[config.mk]
export PLATFORM = sky130hd
export DESIGN_NAME = ctrl_pipeline
export DESIGN_NICKNAME = d
export VERILOG_FILES = /design/src/rtl/ctrl_pipeline.sv
export SDC_FILE = /design/constraint.sdc
export NUM_CORES = 1
export LEC_CHECK = 0
export CAP_MARGIN = 25
export CORE_MARGIN = 3
export CORE_UTILIZATION = 46
export DETAILED_ROUTE_END_ITERATION = 10
export GPL_ROUTABILITY_DRIVEN = 0
export GPL_TIMING_DRIVEN = 1
export PLACE_DENSITY = 0.84
export SETUP_SLACK_MARGIN = 0.1
export SLEW_MARGIN = 10
export SYNTH_ARGS = -nofsm -noshare
export SYNTH_HDL_FRONTEND = slang
export SYNTH_SLANG_ARGS = --single-unit
[constraint.sdc]
create_clock -name clk -period 4.6 [get_ports clk]
set_clock_uncertainty 0.2 [all_clocks]
set_input_delay 0.92 -clock clk [delete_from_list [all_inputs] [get_ports clk]]
set_output_delay 0.92 -clock clk [all_outputs]
set_load 0.05 [all_outputs]
[src/rtl/ctrl_pipeline.sv]
// Control-signal half of a 5-stage ARM-style pipeline: carries Decode controls through
// Execute/Memory/Writeback, evaluates condition codes in Execute and owns the NZCV register.
module ctrl_pipeline (
    input  logic       clk,
    input  logic       reset,
    input  logic       PCSrcD,
    input  logic       RegWriteD,
    input  logic       MemtoRegD,
    input  logic       MemWriteD,
    input  logic [2:0] ALUControlD,
    input  logic       BranchD,
    input  logic       ALUSrcD,
    input  logic [1:0] FlagWriteD,
    input  logic       NoWriteD,
    input  logic [3:0] CondD,
    input  logic       FlushE,
    input  logic [3:0] ALUFlags,
    output logic [2:0] ALUControlE,
    output logic       ALUSrcE,
    output logic       MemtoRegE,
    output logic       RegWriteE,
    output logic       BranchTakenE,
    output logic       PCSrcM,
    output logic       RegWriteM,
    output logic       MemtoRegM,
    output logic       MemWriteM,
    output logic       PCSrcW,
    output logic       RegWriteW,
    output logic       MemtoRegW,
    output logic [3:0] Flags
);

    typedef struct packed {
        logic       pcsrc;
        logic       reg_write;
        logic       mem_to_reg;
        logic       mem_write;
        logic [2:0] alu_control;
        logic       branch;
        logic       alu_src;
        logic [1:0] flag_write;
        logic       no_write;
        logic [3:0] cond;
    } ex_ctrl_t;

    // A bubble is an "always" instruction that does nothing.
    localparam ex_ctrl_t BUBBLE = '{
        pcsrc: 1'b0, reg_write: 1'b0, mem_to_reg: 1'b0, mem_write: 1'b0,
        alu_control: 3'b000, branch: 1'b0, alu_src: 1'b0, flag_write: 2'b00,
        no_write: 1'b0, cond: 4'b1110
    };

    ex_ctrl_t ex;
    logic     cond_ex;
    logic     n, z, c, v;

    always_ff @(posedge clk) begin
        if (reset || FlushE) begin
            ex <= BUBBLE;
        end else begin
            ex <= '{
                pcsrc: PCSrcD, reg_write: RegWriteD, mem_to_reg: MemtoRegD,
                mem_write: MemWriteD, alu_control: ALUControlD, branch: BranchD,
                alu_src: ALUSrcD, flag_write: FlagWriteD, no_write: NoWriteD,
                cond: CondD
            };
        end
    end

    // Conditions use the architectural flags only; a flag-setting instruction
    // influences its successor because the register updates on the same edge.
    assign {n, z, c, v} = Flags;

    always_comb begin
        cond_ex = 1'b0;
        case (ex.cond)
            4'b0000: cond_ex = z;
            4'b0001: cond_ex = ~z;
            4'b0010: cond_ex = c;
            4'b0011: cond_ex = ~c;
            4'b0100: cond_ex = n;
            4'b0101: cond_ex = ~n;
            4'b0110: cond_ex = v;
            4'b0111: cond_ex = ~v;
            4'b1000: cond_ex = c & ~z;
            4'b1001: cond_ex = ~c | z;
            4'b1010: cond_ex = (n == v);
            4'b1011: cond_ex = (n != v);
            4'b1100: cond_ex = ~z & (n == v);
            4'b1101: cond_ex = z | (n != v);
            default: cond_ex = 1'b1;
        endcase
    end

    assign ALUControlE  = ex.alu_control;
    assign ALUSrcE      = ex.alu_src;
    assign MemtoRegE    = ex.mem_to_reg;
    assign RegWriteE    = ex.reg_write;
    assign BranchTakenE = ex.branch & cond_ex;

    always_ff @(posedge clk) begin
        if (reset) begin
            PCSrcM    <= 1'b0;
            RegWriteM <= 1'b0;
            MemtoRegM <= 1'b0;
            MemWriteM <= 1'b0;
        end else begin
            PCSrcM    <= ex.pcsrc & cond_ex;
            RegWriteM <= ex.reg_write & cond_ex & ~ex.no_write;
            MemtoRegM <= ex.mem_to_reg;
            MemWriteM <= ex.mem_write & cond_ex;
        end
    end

    always_ff @(posedge clk) begin
        if (reset) begin
            PCSrcW    <= 1'b0;
            RegWriteW <= 1'b0;
            MemtoRegW <= 1'b0;
        end else begin
            PCSrcW    <= PCSrcM;
            RegWriteW <= RegWriteM;
            MemtoRegW <= MemtoRegM;
        end
    end

    // NZ and CV are written independently so compares and logical ops can
    // leave the carry/overflow pair untouched.
    always_ff @(posedge clk) begin
        if (reset) begin
            Flags <= 4'b0000;
        end else begin
            if (ex.flag_write[1] & cond_ex) Flags[3:2] <= ALUFlags[3:2];
            if (ex.flag_write[0] & cond_ex) Flags[1:0] <= ALUFlags[1:0];
        end
    end

endmodule

After elaboration in Yosys (flattened, before gate mapping)
Index checks and enable logic that the tools add are counted.
{ "classes": {"eq_ne": 15, "n_mux": 1, "bitwise_logic": 16, "n_reduce_logical": 2} }
{ "op_table": {"columns": ["operator", "n"], "rows": [
  ["4-bit == test, second input constant", 6],
  ["4-bit by 3-bit == test with 1-bit output, second input constant", 4],
  ["1-bit one-hot mux with 14 select lines", 1],
  ["1-bit AND", 9],
  ["4-bit by 2-bit == test with 1-bit output, second input constant", 2],
  ["1-bit NOT", 5],
  ["4-bit by 1-bit == test with 1-bit output, second input constant", 1],
  ["4-bit logical NOT", 1],
  ["1-bit bitwise OR", 2],
  ["1-bit == test", 1],
  ["1-bit logical OR", 1],
  ["1-bit inequality test", 1]
]} }
{ "word_totals": {"reg_bits": 27, "in_bits": 23, "output_inout_bits": 18, "elab_cells": 53} }

Longest topological paths before layout
{ "depth": {"ltp_word": 5, "ltp_mapped": 6, "mapped_depth_nobuf": 5} }

Worst setup path before layout
No wires, ideal clock.
{ "synth_timing": {"kind": "register to output", "startpoint": "register Flags[0]", "endpoint": "output BranchTakenE", "arrival_ns": 2.233, "required_time_ns": 3.480, "setup_slack_ns": 1.247, "stages_incl_launch_ff": 6, "cell_sequence": "dfxtp_1 -> xnor2_1 -> a2bb2oi_1 -> a311oi_4 -> nor3_2 -> nor2b_1"} }
{ "synth_between": {"elab_chain_len": 4, "word_cells_on_any_way": 7, "classes_between": "eq/ne (2); mux (1); bitwise (4)"} }
{ "synth_rtl": {"columns": ["element", "line_no", "text"], "rows": [
  ["start, declared", "30", "output logic [3:0] Flags"],
  ["start signal, assigned", "134", "if (ex.flag_write[0] & cond_ex) Flags[1:0] <= ALUFlags[1:0];"],
  ["1-bit inequality test / 1-bit == test (equally long branches)", null, null],
  ["1-bit bitwise OR / 1-bit AND (equally long branches)", "90, 89", null],
  ["1-bit one-hot mux with 14 select lines *", "76", "case (ex.cond)"],
  ["1-bit AND *", "99", "assign BranchTakenE = ex.branch & cond_ex;"],
  ["end, declared", "22", "output logic BranchTakenE,"]
]} }
Mark *: on every way between the ends. The rest lies on a longest branch, timed or not.

Final worst setup path
{ "layout_timing": {"startpoint": "register ex[2] (netlist name)", "endpoint": "output BranchTakenE"} }
{ "layout_between": {"elab_chain_len": 3, "word_cells_on_any_way": 16, "classes_between": "eq/ne (13); mux (1); bitwise (1); reduce/logical (1)"} }
{ "layout_rtl": {"columns": ["element", "line_no", "text"], "rows": [
  ["start, declared", "53", "ex_ctrl_t ex;"],
  ["start signal, assigned", "61", "ex <= '{"],
  ["4-bit == test (tied with other cells)", "76", null],
  ["1-bit one-hot mux with 14 select lines *", "76", null],
  ["1-bit AND *", "99", null]
]} }
Marks and branches as above.

==> metrics.cfg <==
[clock_tree]
postCtsSetupBuffers=0
clk_latency_ps=320
cts_sinks=27
cts_buffers=3
clk_pin_slew_worst_paths_ps=140
clk_path_buf_depth=2
clock-root-buffer=clkbuf_4
cts_resized=0
cts_tree=yes
cts_htree_levels=1
postCtsHoldBufs=0

[routing]
drtPass1Iterations=4
detail-route-antenna-nets=0
routed_via_density=4.857
num_vias=816
drt_iter0_markers=13
drc=0
wl_per_cell_um=12.58
wl_mm=2.113

[pwr]
power.density_nw_per_um2=278.1
leakage_nw=0.5894
peakVddDrop_uv=226.8
total_power_w=0.0004221

[timing]
slew_viol_final=0
rsz0062_at_grt=no
worst_slew_pin_slew_ps=547.1
fmax_mhz=264.4
finalCritPeriodShare=0.8223
finalCriticalPeriod_ps=3782
setup_viol=0
fin_tns_setup_ps=0
final_hold_viol_count=0
relSlewSlack=0.6341

[yosys]
synth.distinct_cells=34
syn_avg_cell_area_sq_um=10.58
synth_top_area_share=0.4821
synthCells=106
syn_nets=129
synth_area_sq_um=1121
yosys_warnings=0
ys_top_cells_by_area=dfxtp_1 48%, and2_1 7.8%, mux2i_1 4.5%
yosys.area.top_type=dfxtp_1
ys_seq_area_frac=0.4821
synth_seq_cells=27

[final_layout]
area_growth_pct=35.38
drive_above_1_share=0.07857
layout_common_cells=40 x clkdlybuf4s50_1, 27 x dfxtp_1, 14 x and2_1
fillers=194
layout_commonest_cell=clkdlybuf4s50_1
num_antenna_cells=0
fin_nets=164

[global_route]
grt-ovfl-total=0
grt_busiest_layer=met2
gr-usage-met1=0.1710
grt_use_met3=0.03271
grt_pass1_wl_mm=3.629
grt_max_degree=20
grt_use_total=0.1500
grt_pass1_vias=822
gr-usage-met2=0.2568
antenna_found_initial=0

[setup_path]
crit_fanout=11
start_kind=flop
required_ps=3480
cp.arrival_ps=2660
critPathKind=flop to primary output
critPathCaptureType=primary output

[floorplan]
row_count=17
die_height_um=55.37
fp.dieW_um=55.37
die-area_sq_um=3065
pin_count=41
initial_utilization=0.4972
core-area_sq_um=2255

[worst_hold_path]
hp-class=flop to flop

[placed_design]
place.port_buffers=40
dp_hpwl_mm=1.661

[job]
max_cap_violations=0

[outcome]
status=complete, no violations

==> stage by stage <==
stage	hold slack, ps	std cells	area, sq um	worst slack (ps)	utilization
after floorplan	195.3	106	1121	1247	-
after global placement	204.5	164	1488	1270	0.6598
after detailed placement	204.1	164	1488	1195	0.6598
after CTS	222.7	168	1518	794.5	0.6731
after global routing	250.6	168	1518	632.8	0.6731
final	218.4	168	1518	817.6	0.6731
==> cell usage after synthesis <==
library cell  number
nor3_1             2
o21ai_0            2
and2_1            14
inv_1              1
nand3_1            3
nand2b_1           7
buf_2              1
xnor2_1            1
mux2i_1            5
nor2b_1            7
nor3b_1            3
nor4b_1            1
and3b_1            1
or3_1              3
clkbuf_1           3
and4bb_1           1
a2bb2oi_1          1
xor2_1             1
a21oi_1            1
or2_2              1
nand4_1            1
o31ai_2            2
nor2_1             2
dfxtp_1           27
nand2_1            2
a311oi_4           1
o31a_1             1
o2111ai_2          1
nor3_2             1
nor4b_2            1
and4b_1            1
buf_6              2
buf_4              4
or2b_1             1
==> layer usage <==
layer / up-vias / part of all wire
met2: 23 / 0.51
met1: 366 / 0.42
met3: 5 / 0.047
met4: 0 / 0.024
li1: 422 / -
met5: - / 0
==> logic make-up after synthesis <==
group / share of synthesized area
simple gates: 0.3047
flops: 0.4821
buf+inv: 0.06472
compound gates: 0.08817
mux: 0.04464
xor+xnor: 0.01563
==> report_power, final <==
group | internal (W) | switching [W] | leakage (nW)
Clock | 0.0000333 | 0.0000682 | 0.0139
Sequential | 0.000242 | 0.00000715 | 0.221
Combinational | 0.0000365 | 0.0000349 | 0.355
Total | 0.000312 | 0.000110 | 0.589
==> critical path: stages, from the launching register on <==
cell and delay [ps]:
dfxtp_1 520, and4b_1 230, o21ai_0 260, o2111ai_2 240
nor3_2 290, nor2b_1 80, clkdlybuf4s50_1 710
==> area by class of cell <==
class,count,area (sq um),area share
clock inverter,1,7.507,0.004946
sequential,27,540.5,0.3561
tap,28,35.03,0.02308
timing repair buffer,40,400.4,0.2638
multi-input combinational,68,508.0,0.3347
clock buffer,3,22.52,0.01484
inverter,1,3.754,0.002473
==> path summary, 6_finish.rpt <==
kind	slack, ps	end	depth (start not counted)	start
worst min-delay path	220	RegWriteM	1	ex[4]
worst max-delay path	820	BranchTakenE	6	ex[2]
worst max register to register	2540	Flags[3]	5	ex[2]
worst min register to register	220	RegWriteM	1	ex[4]
==> state kept, by name, indices dropped and copies added, names as in the netlist <==
| register | count |
|---|---|
| ALUControlE | 3 |
| ALUSrcE | 1 |
| Flags | 4 |
| MemWriteM | 1 |
| MemtoRegE | 1 |
| MemtoRegM | 1 |
| MemtoRegW | 1 |
| PCSrcM | 1 |
| PCSrcW | 1 |
| RegWriteE | 1 |
| RegWriteM | 1 |
| RegWriteW | 1 |
| ex | 10 |
(Power assumes the default switching activity.)
